## src/rtl/axi2fifo.sv

```systemverilog
// AXI4-Lite slave that turns write/read transactions into request FIFO pushes and
// returns the matching response FIFO entries on B/R. Optional: AXI2FIFO_WSTRB_CHECK_EN.
module axi2fifo #(
  parameter int ADDR_W = 4
) (
  input  logic              clk_i,
  input  logic              reset_n_i,
  input  logic [ADDR_W-1:0] s_axi_awaddr_i,
  input  logic              s_axi_awvalid_i,
  output logic              s_axi_awready_o,
  input  logic [31:0]       s_axi_wdata_i,
  input  logic [3:0]        s_axi_wstrb_i,
  input  logic              s_axi_wvalid_i,
  output logic              s_axi_wready_o,
  output logic [1:0]        s_axi_bresp_o,
  output logic              s_axi_bvalid_o,
  input  logic              s_axi_bready_i,
  input  logic [ADDR_W-1:0] s_axi_araddr_i,
  input  logic              s_axi_arvalid_i,
  output logic              s_axi_arready_o,
  output logic [31:0]       s_axi_rdata_o,
  output logic [1:0]        s_axi_rresp_o,
  output logic              s_axi_rvalid_o,
  input  logic              s_axi_rready_i,
  input  logic              wr_req_full_i,
  output logic [1:0]        wr_req_data_o,
  output logic              wr_req_push_o,
  input  logic              wr_data_full_i,
  output logic [35:0]       wr_data_data_o,
  output logic              wr_data_push_o,
  input  logic              wr_resp_empty_i,
  input  logic [1:0]        wr_resp_data_i,
  output logic              wr_resp_pull_o,
  input  logic              rd_req_full_i,
  output logic [1:0]        rd_req_data_o,
  output logic              rd_req_push_o,
  input  logic              rd_resp_empty_i,
  input  logic [33:0]       rd_resp_data_i,
  output logic              rd_resp_pull_o
);

  typedef enum logic [1:0] {W_IDLE, W_PUSH, W_WAIT, W_RESP} w_state_t;
  typedef enum logic [1:0] {R_IDLE, R_PUSH, R_WAIT, R_DATA} r_state_t;

  // ---------------- write path ----------------
  w_state_t    w_state, w_next;
  logic        aw_cap, w_cap, aw_cap_n, w_cap_n;
  logic        awready_q, wready_q;
  logic [1:0]  waddr_q, waddr_sel, wcode_q, wcode_n;
  logic [35:0] wdat_q;
  logic [1:0]  bresp_q;
  logic        aw_hs, w_hs, wr_push, wr_pull;

  assign aw_hs     = s_axi_awvalid_i & awready_q;
  assign w_hs      = s_axi_wvalid_i & wready_q;
  assign wr_push   = (w_state == W_PUSH) & ~wr_req_full_i & ~wr_data_full_i;
  assign wr_pull   = (w_state == W_WAIT) & ~wr_resp_empty_i;
  assign waddr_sel = aw_hs ? s_axi_awaddr_i[3:2] : waddr_q;

  // Status writes keep their address code (2), which is also the access-error code.
  always_comb begin
    wcode_n = waddr_sel;
`ifdef AXI2FIFO_WSTRB_CHECK_EN
    if ((w_hs ? s_axi_wstrb_i : wdat_q[3:0]) != 4'hF) wcode_n = 2'd2;
`endif
  end

  always_comb begin
    w_next   = w_state;
    aw_cap_n = aw_cap;
    w_cap_n  = w_cap;
    case (w_state)
      W_IDLE: begin
        aw_cap_n = aw_cap | aw_hs;
        w_cap_n  = w_cap | w_hs;
        if (aw_cap_n && w_cap_n) w_next = W_PUSH;
      end
      W_PUSH: if (wr_push) w_next = W_WAIT;
      W_WAIT: if (wr_pull) w_next = W_RESP;
      W_RESP: if (s_axi_bready_i) begin
        w_next   = W_IDLE;
        aw_cap_n = 1'b0;
        w_cap_n  = 1'b0;
      end
      default: w_next = W_IDLE;
    endcase
  end

  // Readies are registered from next-state so they are low while in reset.
  always_ff @(posedge clk_i or negedge reset_n_i) begin
    if (!reset_n_i) begin
      w_state   <= W_IDLE;
      aw_cap    <= 1'b0;
      w_cap     <= 1'b0;
      awready_q <= 1'b0;
      wready_q  <= 1'b0;
      waddr_q   <= '0;
      wcode_q   <= '0;
      wdat_q    <= '0;
      bresp_q   <= '0;
    end else begin
      w_state   <= w_next;
      aw_cap    <= aw_cap_n;
      w_cap     <= w_cap_n;
      awready_q <= (w_next == W_IDLE) & ~aw_cap_n;
      wready_q  <= (w_next == W_IDLE) & ~w_cap_n;
      if (aw_hs) waddr_q <= s_axi_awaddr_i[3:2];
      if (w_hs) wdat_q <= {s_axi_wdata_i, s_axi_wstrb_i};
      if (w_state == W_IDLE && w_next == W_PUSH) wcode_q <= wcode_n;
      if (wr_pull) bresp_q <= wr_resp_data_i;
    end
  end

  assign s_axi_awready_o = awready_q;
  assign s_axi_wready_o  = wready_q;
  assign s_axi_bvalid_o  = (w_state == W_RESP);
  assign s_axi_bresp_o   = bresp_q;
  assign wr_req_data_o   = wcode_q;
  assign wr_req_push_o   = wr_push;
  assign wr_data_data_o  = wdat_q;
  assign wr_data_push_o  = wr_push;
  assign wr_resp_pull_o  = wr_pull;

  // ---------------- read path ----------------
  r_state_t    r_state, r_next;
  logic        arready_q;
  logic [1:0]  rcode_q;
  logic [31:0] rdata_q;
  logic [1:0]  rresp_q;
  logic        ar_hs, rd_push, rd_pull;

  assign ar_hs   = s_axi_arvalid_i & arready_q;
  assign rd_push = (r_state == R_PUSH) & ~rd_req_full_i;
  assign rd_pull = (r_state == R_WAIT) & ~rd_resp_empty_i;

  always_comb begin
    r_next = r_state;
    case (r_state)
      R_IDLE:  if (ar_hs) r_next = R_PUSH;
      R_PUSH:  if (rd_push) r_next = R_WAIT;
      R_WAIT:  if (rd_pull) r_next = R_DATA;
      R_DATA:  if (s_axi_rready_i) r_next = R_IDLE;
      default: r_next = R_IDLE;
    endcase
  end

  always_ff @(posedge clk_i or negedge reset_n_i) begin
    if (!reset_n_i) begin
      r_state   <= R_IDLE;
      arready_q <= 1'b0;
      rcode_q   <= '0;
      rdata_q   <= '0;
      rresp_q   <= '0;
    end else begin
      r_state   <= r_next;
      arready_q <= (r_next == R_IDLE);
      if (ar_hs) rcode_q <= s_axi_araddr_i[3:2];
      if (rd_pull) begin
        rdata_q <= rd_resp_data_i[33:2];
        rresp_q <= rd_resp_data_i[1:0];
      end
    end
  end

  assign s_axi_arready_o = arready_q;
  assign s_axi_rvalid_o  = (r_state == R_DATA);
  assign s_axi_rdata_o   = rdata_q;
  assign s_axi_rresp_o   = rresp_q;
  assign rd_req_data_o   = rcode_q;
  assign rd_req_push_o   = rd_push;
  assign rd_resp_pull_o  = rd_pull;

  // Only addr[3:2] is decoded; the remaining address bits are intentionally ignored.
  logic unused;
  assign unused = ^{s_axi_awaddr_i, s_axi_araddr_i};

endmodule

```

## config.mk

```make
export PLATFORM = sky130hd
export DESIGN_NAME = axi2fifo
export DESIGN_NICKNAME = d
export VERILOG_FILES = /design/src/rtl/axi2fifo.sv
export SDC_FILE = /design/constraint.sdc
export NUM_CORES = 1
export LEC_CHECK = 0
export BUFFER_PORTS_ARGS = -buffer_cell sky130_fd_sc_hd__buf_2
export CORE_AREA = 2 2 88 90
export CTS_CLUSTER_SIZE = 28
export DETAILED_ROUTE_END_ITERATION = 8
export DIE_AREA = 0 0 90 92
export GPL_TIMING_DRIVEN = 0
export MAX_ROUTING_LAYER = met4
export PLACE_DENSITY = 0.82
export SLEW_MARGIN = 20
export SYNTH_ARGS = -nofsm -noshare
export SYNTH_HDL_FRONTEND = slang
export SYNTH_SLANG_ARGS = --single-unit
export TNS_END_PERCENT = 1
```

## constraint.sdc

```tcl
create_clock -name clk_i -period 4.2 [get_ports clk_i]
set_input_delay 0.21 -clock clk_i [delete_from_list [all_inputs] [get_ports clk_i]]
set_output_delay 0.21 -clock clk_i [all_outputs]
set_load 0.02 [all_outputs]
```

# == After elaboration in Yosys (flattened, before gate mapping) ==
# Cells that the tools add are included.
# word_totals
wordCells,61
inputBits,92
out_inout_bits,86
register_bits,87
# classes
bitwise,19
n_eq_ne,7
reduce_logical,6
muxes,15
# ops
operator,n
2-bit two-way mux,9
2-bit case mux with 4 select lines,2
1-bit AND,10
2-bit == test (second input constant),4
2-bit zero test,4
1-bit NOT,7
2-bit by 1-bit == test with 1-bit output (second input constant),3
1-bit case mux with 2 select lines,2
1-bit logical AND,2
1-bit two-way mux,2
1-bit bitwise OR,2

# == Logic depth before layout (Yosys ltp) ==
# Gate-level depths: netlist of the first run.
# depth
word_depth,7
mapped_depth,6
mapped_depth_nobuf,6

# == Least setup slack after synthesis of the first run ==
# Ideal clock, no wire load.
# synth_path
path_kind,register to register
from,register w_state[0]
to,"register bresp_q[0], in the netlist s_axi_bresp_o[0]"
stages_incl_launch_ff,5
synth_period_minus_slack_ps,1602
path_buffers,0
required_ps,4075
setup_slack_ps,2598
t_arrival_ps,1477
setup_time_ps,125
cell_sequence,dfrtp_1 -> inv_1 -> ha_1 -> nor2b_1 -> mux2_2
# synth_between
elab_chain_len,2
# synth_lines
item,line,rtl
"start, declared",46,"w_state_t w_state, w_next;"
"start signal, assigned",102,w_state <= w_next;
2-bit == test,57,assign wr_pull = (w_state == W_WAIT) & ~wr_resp_empty_i;
1-bit AND,57,
via wr_resp_pull_o,33,"output logic wr_resp_pull_o,"
"end signal, assigned",110,if (wr_pull) bresp_q <= wr_resp_data_i;
"end, declared",51,logic [1:0] bresp_q;
# The timed path passes the listed nets, and every way through them passes these cells.
# A chain may end at the register's enable or synchronous reset.

# == Worst setup path in the final report of the first run ==
# layout_path
from,register r_state[0]
to,output rd_resp_pull_o
# layout_between
elab_chain_len,2
# layout_lines
item,line,rtl
"start, declared",125,"r_state_t r_state, r_next;"
"start signal, assigned",155,r_state <= r_next;
2-bit == test,134,assign rd_pull = (r_state == R_WAIT) & ~rd_resp_empty_i;
1-bit AND,134,
"end, declared",39,output logic rd_resp_pull_o
# Every way passes these cells.

==> metrics, run 1 <==
status finished clean; crit path max-delay cell type sky130_fd_sc_hd__nor3b_4; Fmax approximately 530 MHz; area occupied by registers approximately 0.0022 mm²; area of the mapped netlist roughly 0.0034 mm²; number of max-cap violations 0; core occupancy in the finished layout 0.621; port buffer count 173; DRC violation count after routing 0; post-DR vias/cell about 4.8; final number of setup-violating endpoints 0; clock tree from TritonCTS done; maximum number of pins on one net before global-route repair 47; gr usage total 0.179; via count of the first global-routing pass ~2500; maximum clock path buffer count 2; actual transition at the worst max-transition pin 0.542 ns; unrepaired setup endpoints after global routing false; maximum fanout count along the critical path 10; dominant combinational cell family by area after synthesis multiplexers; fill cell total of the finished layout ~620; final count of hold timing violations 0; final worst-path setup slack between 2 and 2.5 ns; Cells after Synth ~220; required time of the worst setup path between 3 and 4 ns; Final HPWL DP between 5000 and 6000 µm; buffer and inverter count on the worst path 2; number of inserted diodes 0; crit path time final about 1.9 ns; Crit path max-delay family simple AND/OR/NAND/NOR gates; Synth cell types 24; number of antenna violations at the first check in global routing 0; clock buffers created by TritonCTS 9; type of origin of the critical path flip-flop; Synth Area in Simple Gates 0.0349; GR Overflow Total 0; post-route antenna net violation count 0; Post-Route Setup TNS 0 ns; Design Area, Final around 0.0046 mm²; Ys Warns 0; number of vias in the routed layout 2445; share of cell area taken by muxes after synthesis 0.258; part of the cycle the worst path needs 0.446; boundary pin count approximately 180; clock latency reported for the late side of the worst-skew pair 0.33 ns; peak ir drop on the vdd network between 300 and 400 µV; fraction of the yosys area taken by sequential cells 0.639; synthesized-area fraction occupied by ao, oa, aoi and oai cells 0.0316; Synthesized Nets ~320; Crit path arrival time between 1.5 and 2 ns; sort of element at the end of the critical path output port; Total Power Consumption between 3 and 4 mW; final hold slack ~0.095 ns; placed cell count a little under 500; routability-driven placement congestion ratio 0.888; floorplan die width roughly 90 µm; category of the most critical setup path reg -> out; share of cells above drive strength 1 0.663; Largest stage delay, worst path approximately 0.47 ns; placeable core region between 0.007 and 0.008 mm²; xor/xnor share of the synthesized area 0; average footprint of a synthesized cell approximately 15 µm²; Clk pin slew, worst setup/hold paths around 0.09 ns; CTS root buf sky130_fd_sc_hd__clkbuf_8; wire per inst between 10 and 15 µm; Hold Crit Class in -> reg; placed cell area approximately 0.0044 mm²; pins over their slew limit 0; number of placement rows 32; Post-Route Skew 0.00820 ns; LEAKAGE roughly 2.3 nW; layout overhead on the synthesized area 35.7%; Total Routed Length 7130 µm; Place WS approximately 2.6 ns; First-pass DRT Iterations 4; Slew headroom 0.639; global-route wire length before repair 11500 µm; number of register bits inferred by synthesis between 80 and 90; area of the multi-input gates between 0.001 and 0.0015 mm²; initial core utilization 0.457; arithmetic-cell share of the synthesized area counting full adders, half adders and majority gates 0.0147; critical-path cell list nor3b_4, buf_6, buf_2; Power per Cell Area just over 800 mW/mm²; count of placed standard cells in the final layout, fillers left out 514; overall die area about 0.0083 mm²; die height ~92 µm; total clock sinks slightly below 90; nets 503; H-tree level count 3; initial DRC count 30
routing by layer:
metal  share of wire  GRT usage  wire [µm]  vias to the layer above
met5               0          -          0                        -
met4           0.010     0.0705         72                        0
met3           0.065     0.0329        461                        9
met2            0.51      0.303       3600                      112
met1            0.42      0.215       2990                     1168
li1                -          -          -                     1156
layout make-up:
cell class | instances | area share
sequential | 87 | 0.471
multi-input combinational | 122 | 0.250
timing repair buffer | 175 | 0.194
clock buffer | 11 | 0.0284
tap | 102 | 0.0276
clock inverter | 5 | 0.0127
buffer | 7 | 0.0122
inverter | 5 | 0.00406
power by group:
group          leakage [nW]  internal (mW)  switching, mW  total [mW]
Clock                0.0895          0.276          0.281       0.556
Sequential             1.04           1.27          0.221        1.49
Combinational          1.20          0.761          0.991        1.75
flip-flops by register name (all words and copies together), names as in the netlist:
signal,flops
s_axi_awready_o,1
wr_data_data_o,36
w_cap,1
aw_cap,1
s_axi_rresp_o,2
s_axi_bresp_o,2
r_state,2
s_axi_wready_o,1
rd_req_data_o,2
s_axi_rdata_o,32
wr_req_data_o,2
w_state,2
s_axi_arready_o,1
waddr_q,2
final timing paths:
check	start	end	slack [ns]	cells past startpoint
setup / recovery	r_state[0]	rd_resp_pull_o	2.32	3
hold / removal	rd_resp_data_i[16]	s_axi_rdata_o[14]	0.09	2
setup reg to reg	r_state[0]	s_axi_rdata_o[1]	2.58	3
hold reg to reg	s_axi_rresp_o[0]	s_axi_rresp_o[0]	0.49	1
max in group asynchronous	reset_n_i	s_axi_rdata_o[21]	3.17	3
min in group asynchronous	reset_n_i	wr_data_data_o[25]	0.40	2
synth_stat cells:
library cell               count  area share
sky130_fd_sc_hd__a21o_1        3      0.0066
sky130_fd_sc_hd__a21oi_1       2      0.0029
sky130_fd_sc_hd__a31oi_1       2      0.0037
sky130_fd_sc_hd__a32oi_1       1      0.0026
sky130_fd_sc_hd__and2_1        1      0.0018
sky130_fd_sc_hd__buf_2         3      0.0044
sky130_fd_sc_hd__buf_4         1      0.0022
sky130_fd_sc_hd__buf_6         3      0.0099
sky130_fd_sc_hd__dfrtp_1      87        0.64
sky130_fd_sc_hd__ha_1          4       0.015
sky130_fd_sc_hd__inv_1         5      0.0055
sky130_fd_sc_hd__mux2_1        1      0.0033
sky130_fd_sc_hd__mux2_2       77        0.25
sky130_fd_sc_hd__nand2_1       7      0.0077
sky130_fd_sc_hd__nand2b_1      2      0.0037
sky130_fd_sc_hd__nand3_1       1      0.0015
sky130_fd_sc_hd__nand3b_1      1      0.0022
sky130_fd_sc_hd__nor2_1        4      0.0044
sky130_fd_sc_hd__nor2b_1       2      0.0037
sky130_fd_sc_hd__nor3_1        3      0.0044
sky130_fd_sc_hd__nor3b_4       1      0.0055
sky130_fd_sc_hd__o21a_1        1      0.0022
sky130_fd_sc_hd__o21ai_0       8       0.012
sky130_fd_sc_hd__o22ai_1       1      0.0018
logic make-up (layout without fill, tap and decap cells):
group | after synthesis | in the layout
compound gates | 18 | 18
fa+ha+maj | 4 | 4
buf+inv | 12 | 203
flops | 87 | 87
mux | 78 | 78
simple gates | 22 | 22
layout by cell type (no fill, tap or decap), types with 2 or more instances in the layout:
| master | instances |
|---|---|
| sky130_fd_sc_hd__nand2_1 | 7 |
| sky130_fd_sc_hd__ha_1 | 4 |
| sky130_fd_sc_hd__buf_6 | 3 |
| sky130_fd_sc_hd__clkbuf_1 | 2 |
| sky130_fd_sc_hd__buf_4 | 2 |
| sky130_fd_sc_hd__dfrtp_1 | 87 |
| sky130_fd_sc_hd__nand2b_1 | 2 |
| sky130_fd_sc_hd__buf_2 | 175 |
| sky130_fd_sc_hd__nor2b_1 | 2 |
| sky130_fd_sc_hd__inv_1 | 5 |
| sky130_fd_sc_hd__mux2_2 | 77 |
| sky130_fd_sc_hd__a21o_1 | 3 |
| sky130_fd_sc_hd__a21oi_1 | 2 |
| sky130_fd_sc_hd__clkbuf_8 | 9 |
| sky130_fd_sc_hd__nor2_1 | 4 |
| sky130_fd_sc_hd__clkinvlp_4 | 2 |
| sky130_fd_sc_hd__a31oi_1 | 2 |
| sky130_fd_sc_hd__o21ai_0 | 8 |
| sky130_fd_sc_hd__nor3_1 | 3 |
what timing repair did:
action	CTS	global route
resized for setup	0	0
endpoints found under the setup margin	0	0
hold endpoints to repair	41	0
setup buffers	0	0
hold buffers	1	0
(Power assumes the default switching activity.)
==> run 2, diff against run 1 <==
--- a/config.mk
+++ b/config.mk
@@ -6,13 +6,13 @@
 export NUM_CORES = 1
 export LEC_CHECK = 0
 export BUFFER_PORTS_ARGS = -buffer_cell sky130_fd_sc_hd__buf_2
-export CORE_AREA = 2 2 88 90
+export CORE_AREA = 2 2 91 93
 export CTS_CLUSTER_SIZE = 28
 export DETAILED_ROUTE_END_ITERATION = 8
-export DIE_AREA = 0 0 90 92
+export DIE_AREA = 0 0 93 95
 export GPL_TIMING_DRIVEN = 0
 export MAX_ROUTING_LAYER = met4
-export PLACE_DENSITY = 0.82
+export PLACE_DENSITY = 0.78
 export SLEW_MARGIN = 20
 export SYNTH_ARGS = -nofsm -noshare
 export SYNTH_HDL_FRONTEND = slang
==> constraint.sdc (replaced) <==
create_clock -name clk_i -period 1.8 [get_ports clk_i]
set_input_delay 0.09 -clock clk_i [delete_from_list [all_inputs] [get_ports clk_i]]
set_output_delay 0.09 -clock clk_i [all_outputs]
set_load 0.02 [all_outputs]
==> metrics, run 2 (synthesis results as in run 1) <==
commonest cells after routing, fill and taps aside sky130_fd_sc_hd__buf_2 (175), sky130_fd_sc_hd__dfrtp_1 (87), sky130_fd_sc_hd__mux2_2 (77); clock buffers created by TritonCTS 9; type of origin of the critical path flip-flop; routability-driven placement congestion ratio about 0.88; layout overhead on the synthesized area 58.6%; number of placement rows 33; crit path time final between 1.5 and 2 ns; placed cell area roughly 0.0044 mm²; Final HPWL DP 5580 µm; maximum clock path buffer count 2; Total Routed Length 8710 µm; number of inserted diodes 0; Post-Route Skew around 0.011 ns; clock tree from TritonCTS done; placed cell count 500; required time of the worst setup path ~2 ns; maximum number of pins on one net before global-route repair 48; floorplan die width around 93 µm; final worst-path setup slack 0.157 ns; number of antenna violations at the first check in global routing 0; category of the most critical setup path reg -> reg; placeable core region slightly below 0.008 mm²; actual transition at the worst max-transition pin 0.607 ns; LEAKAGE 2.66 nW; count of placed standard cells in the final layout, fillers left out ~600; CTS root buf sky130_fd_sc_hd__clkbuf_8; via count of the first global-routing pass ~3000; global-route wire length before repair 13700 µm; status finished clean; port buffer count around 170; Crit path arrival time around 1.9 ns; die height ~95 µm; overall die area slightly below 0.009 mm²; Design Area, Final approximately 0.0054 mm²; share of cells above drive strength 1 0.566; Clk pin slew, worst setup/hold paths roughly 0.080 ns; post-DR vias/cell between 4 and 5; max reg flops 36; GR Overflow Total 0; H-tree level count 3; pins over their slew limit 0; part of the cycle the worst path needs 0.913; Hold Crit Class in -> reg; Post-Route Setup TNS 0 ns; post-route antenna net violation count 0; wire per inst about 15 µm; Total Power Consumption 9.13 mW; maximum fanout count along the critical path 6; peak ir drop on the vdd network around 900 µV; clock latency reported for the late side of the worst-skew pair 0.34 ns; Slew headroom 0.595; First-pass DRT Iterations 4; boundary pin count 178; final number of setup-violating endpoints 0; number of max-cap violations 0; nets 580; DRC violation count after routing 0; number of vias in the routed layout ~2800; sort of element at the end of the critical path flip-flop; gr usage total 0.205; unrepaired setup endpoints after global routing false; Place WS between 0.15 and 0.2 ns; Power per Cell Area 1690 mW/mm²; initial DRC count 35; Fmax a little over 600 MHz; final count of hold timing violations 0; initial core utilization 0.430; total clock sinks slightly below 90; leading cell type in the layout, fill and taps excluded sky130_fd_sc_hd__buf_2
==> run 2: per-stage QoR <==
stage / utilization / hold slack [ns]
detailed placement: 0.558 / 0.134
finish: 0.682 / 0.0175
global route: 0.682 / 0.00422
floorplan: - / -0.206
CTS: 0.681 / 0.000969
global placement: 0.556 / 0.315
==> run 2: area by class of cell <==
class                   count  area [µm²]
plain buffers               7        56.3
clock buffers              12         155
flip-flops and latches     87        2180
repair buffers            252        1660
fillers                   565        2520
well taps                 105         131
clock inverters             3        42.5
multi-input cells         122        1160
inverters                   5        18.8
==> run 2: final timing paths <==
check / startpoint / to / slack [ns] / cells after the start
max: w_state[1] / s_axi_awready_o / 0.16 / 5
min reg2reg: s_axi_rresp_o[0] / s_axi_rresp_o[0] / 0.50 / 1
min in group asynchronous: reset_n_i / wr_data_data_o[13] / 0.29 / 2
max reg2reg: w_state[1] / s_axi_awready_o / 0.16 / 5
min: rd_resp_data_i[4] / s_axi_rdata_o[2] / 0.02 / 2
max in group asynchronous: reset_n_i / s_axi_rdata_o[2] / 0.88 / 3
==> run 2: power breakdown <==
group          internal [mW]  leakage (nW)  switching, mW
clock                  0.709        0.0985          0.629
combinational           1.90          1.53           2.39
sequential              2.96          1.04          0.540
==> run 2: metal layers <==
| metal | up-vias | global-route usage | wire length (µm) |
|---|---|---|---|
| met1 | 1372 | 0.212 | 3320 |
| met4 | 0 | 0.0784 | 176 |
| met5 | - | - | 0 |
| li1 | 1300 | - | - |
| met3 | 18 | 0.0439 | 490 |
| met2 | 111 | 0.380 | 4730 |
==> run 2: critical path, stage by stage (launching register included) <==
cell	delay, ns
sky130_fd_sc_hd__dfrtp_1	0.45
sky130_fd_sc_hd__ha_1	0.20
sky130_fd_sc_hd__nor2b_1	0.28
sky130_fd_sc_hd__o21ai_0	0.12
sky130_fd_sc_hd__a32oi_1	0.35
sky130_fd_sc_hd__nor3_1	0.10
==> run 2: repair_timing <==
item	in CTS	in global routing
resized for setup	0	1
buffers inserted	2	0
hold buffers	76	0
hold endpoints to repair	121	0
pin swaps	1	0
setup endpoints to repair	1	1
==> run 3, diff against run 2 <==
--- a/config.mk
+++ b/config.mk
@@ -13,6 +13,8 @@
 export GPL_TIMING_DRIVEN = 0
 export MAX_ROUTING_LAYER = met4
 export PLACE_DENSITY = 0.78
+export RECOVER_POWER = 25
+export REMOVE_ABC_BUFFERS = 1
 export SLEW_MARGIN = 20
 export SYNTH_ARGS = -nofsm -noshare
 export SYNTH_HDL_FRONTEND = slang
==> metrics, run 3 (synthesis results as in run 1) <==
status finished clean; global-route wire length before repair 14300 µm; First-pass DRT Iterations 4; Crit path arrival time 1.59 ns; unrepaired setup endpoints after global routing false; H-tree level count 3; sort of element at the end of the critical path output port; category of the most critical setup path reg -> out; overall die area approximately 0.009 mm²; part of the power in the clock network 0.168; Final HPWL DP 5500 µm; Hold Crit Class in -> reg; port buffer count approximately 170; Power per Cell Area ~1700 mW/mm²; crit path max-delay cell type sky130_fd_sc_hd__dfrtp_1; pins over their slew limit 0; max reg flops 36; switching power about 3.6 mW; nets between 500 and 600; commonest cells after routing, fill and taps aside sky130_fd_sc_hd__buf_2 (157), sky130_fd_sc_hd__dfrtp_1 (87), sky130_fd_sc_hd__mux2_2 (77), sky130_fd_sc_hd__dlygate4sd3_1 (77), sky130_fd_sc_hd__clkbuf_1 (17); total clock sinks 87; floorplan die width just over 90 µm; number of inserted diodes 0; number of placement rows 33; post-route antenna net violation count 0; fill cell total of the finished layout slightly below 600; post-DR vias/cell 4.72; Largest stage delay, worst path between 0.4 and 0.5 ns; final count of hold timing violations 0; clock tree from TritonCTS done; number of max-cap violations 0; maximum fanout count along the critical path 16; Switching Share 0.387; final worst-path setup slack 0.118 ns; boundary pin count 178; DRC violation count after routing 0; Total Routed Length 9000 µm; initial DRC count 60; final number of setup-violating endpoints 0; critical-path cell list nor3b_4, buf_12, buf_8, buf_2; peak ir drop on the vdd network ~940 µV; Post-Route Skew around 0.0079 ns; leading cell type in the layout, fill and taps excluded sky130_fd_sc_hd__buf_2; internal power slightly below 6 mW; via count of the first global-routing pass about 3100; die height around 95 µm; crit path time final about 1.7 ns; part of the cycle the worst path needs 0.934; initial core utilization 0.430; gr usage total 0.216; clock buffers created by TritonCTS 9; layout overhead on the synthesized area 60.0%; final hold slack 0.0896 ns; number of vias in the routed layout approximately 2800; share of cells above drive strength 1 0.532; LEAKAGE approximately 2.6 nW; GR Overflow Total 0; CTS root buf sky130_fd_sc_hd__clkbuf_8; required time of the worst setup path 1.71 ns; maximum clock path buffer count 2; number of antenna violations at the first check in global routing 0; Slew headroom 0.176; Clk pin slew, worst setup/hold paths roughly 0.080 ns; placeable core region about 0.008 mm²; wire per inst roughly 15 µm; core occupancy in the finished layout 0.688; maximum number of pins on one net before global-route repair 51; power share of the sequential group 0.373; routability-driven placement congestion ratio 0.797; clock latency reported for the late side of the worst-skew pair about 0.34 ns; Fmax approximately 600 MHz; share of power burned in combinational logic 0.459; actual transition at the worst max-transition pin roughly 1.2 ns; type of origin of the critical path flip-flop; Place WS 0.117 ns
==> run 3: changes by cell type in the layout (fill, tap and decap cells not counted), sizes merged <==
| cell | before | now |
|---|---|---|
| dlygate4sd3 | 76 | 77 |
| buf | 183 | 166 |
| clkbuf | 12 | 27 |
| bufinv | 1 | 3 |
==> run 3: power by group through the flow <==
| stage | Clock (mW) | Combinational (mW) | Sequential (mW) |
|---|---|---|---|
| global placement | 0 | 4.00 | 3.44 |
| CTS | 1.63 | 4.29 | 3.48 |
| global route | 1.71 | 4.62 | 3.64 |
| detailed placement | 0 | 4.15 | 3.51 |
| finish | 1.58 | 4.31 | 3.50 |
| floorplan | 0 | 1.52 | 4.61 |
==> run 3: through the flow <==
stage,power (mW),setup TNS (ns),cells,instance area [µm²]
floorplan,6.14,-9.26,214,3350
global placement,7.43,-26.03,492,4350
detailed placement,7.65,0,496,4420
CTS,9.40,0,590,5440
global route,9.97,0,594,5450
finish,9.40,0,594,5450
==> run 3: layout make-up <==
cell class / count / area (µm²) / area share
Sequential cell: 87 / 2180 / 0.399
Timing Repair Buffer: 259 / 1730 / 0.317
Multi-Input combinational cell: 122 / 1160 / 0.212
Clock buffer: 11 / 131 / 0.0241
Tap cell: 105 / 131 / 0.0241
Clock inverter: 5 / 106 / 0.0195
Inverter: 5 / 18.8 / 0.00344
==> run 3: worst paths after layout <==
kind	cells past startpoint	slack (ns)	end	from
max	4	0.12	rd_resp_pull_o	r_state[0]
min	3	0.09	r_state[1]	s_axi_rready_i
max reg2reg	4	0.24	s_axi_rdata_o[1]	r_state[0]
min reg2reg	1	0.49	s_axi_rresp_o[0]	s_axi_rresp_o[0]
max in group asynchronous	3	0.46	waddr_q[0]	reset_n_i
min in group asynchronous	2	0.54	s_axi_rdata_o[13]	reset_n_i
==> run 3: timing repair <==
item / 4_1_cts / 5_1_grt
gates cloned: 0 / 0
buffers inserted: 1 / 4
pin swaps: 1 / 1
gates resized for setup: 0 / 2
endpoints found under the hold margin: 125 / 0
endpoints found under the setup margin: 1 / 1
hold buffers: 77 / 0
==> run 3: layer usage <==
metal / vias to the layer above / track usage / wire length, µm
met3: 24 / 0.0335 / 418
met4: 0 / 0.0956 / 233
met1: 1363 / 0.237 / 3390
met5: - / - / 0
li1: 1301 / - / -
met2: 114 / 0.389 / 4950
==> run 3: critical path: cells and delay by family (launching register included) <==
family	cells	cell delay, ns
buffers and inverters	3	0.50
flip-flops	1	0.46
AND/OR/NAND/NOR	1	0.29
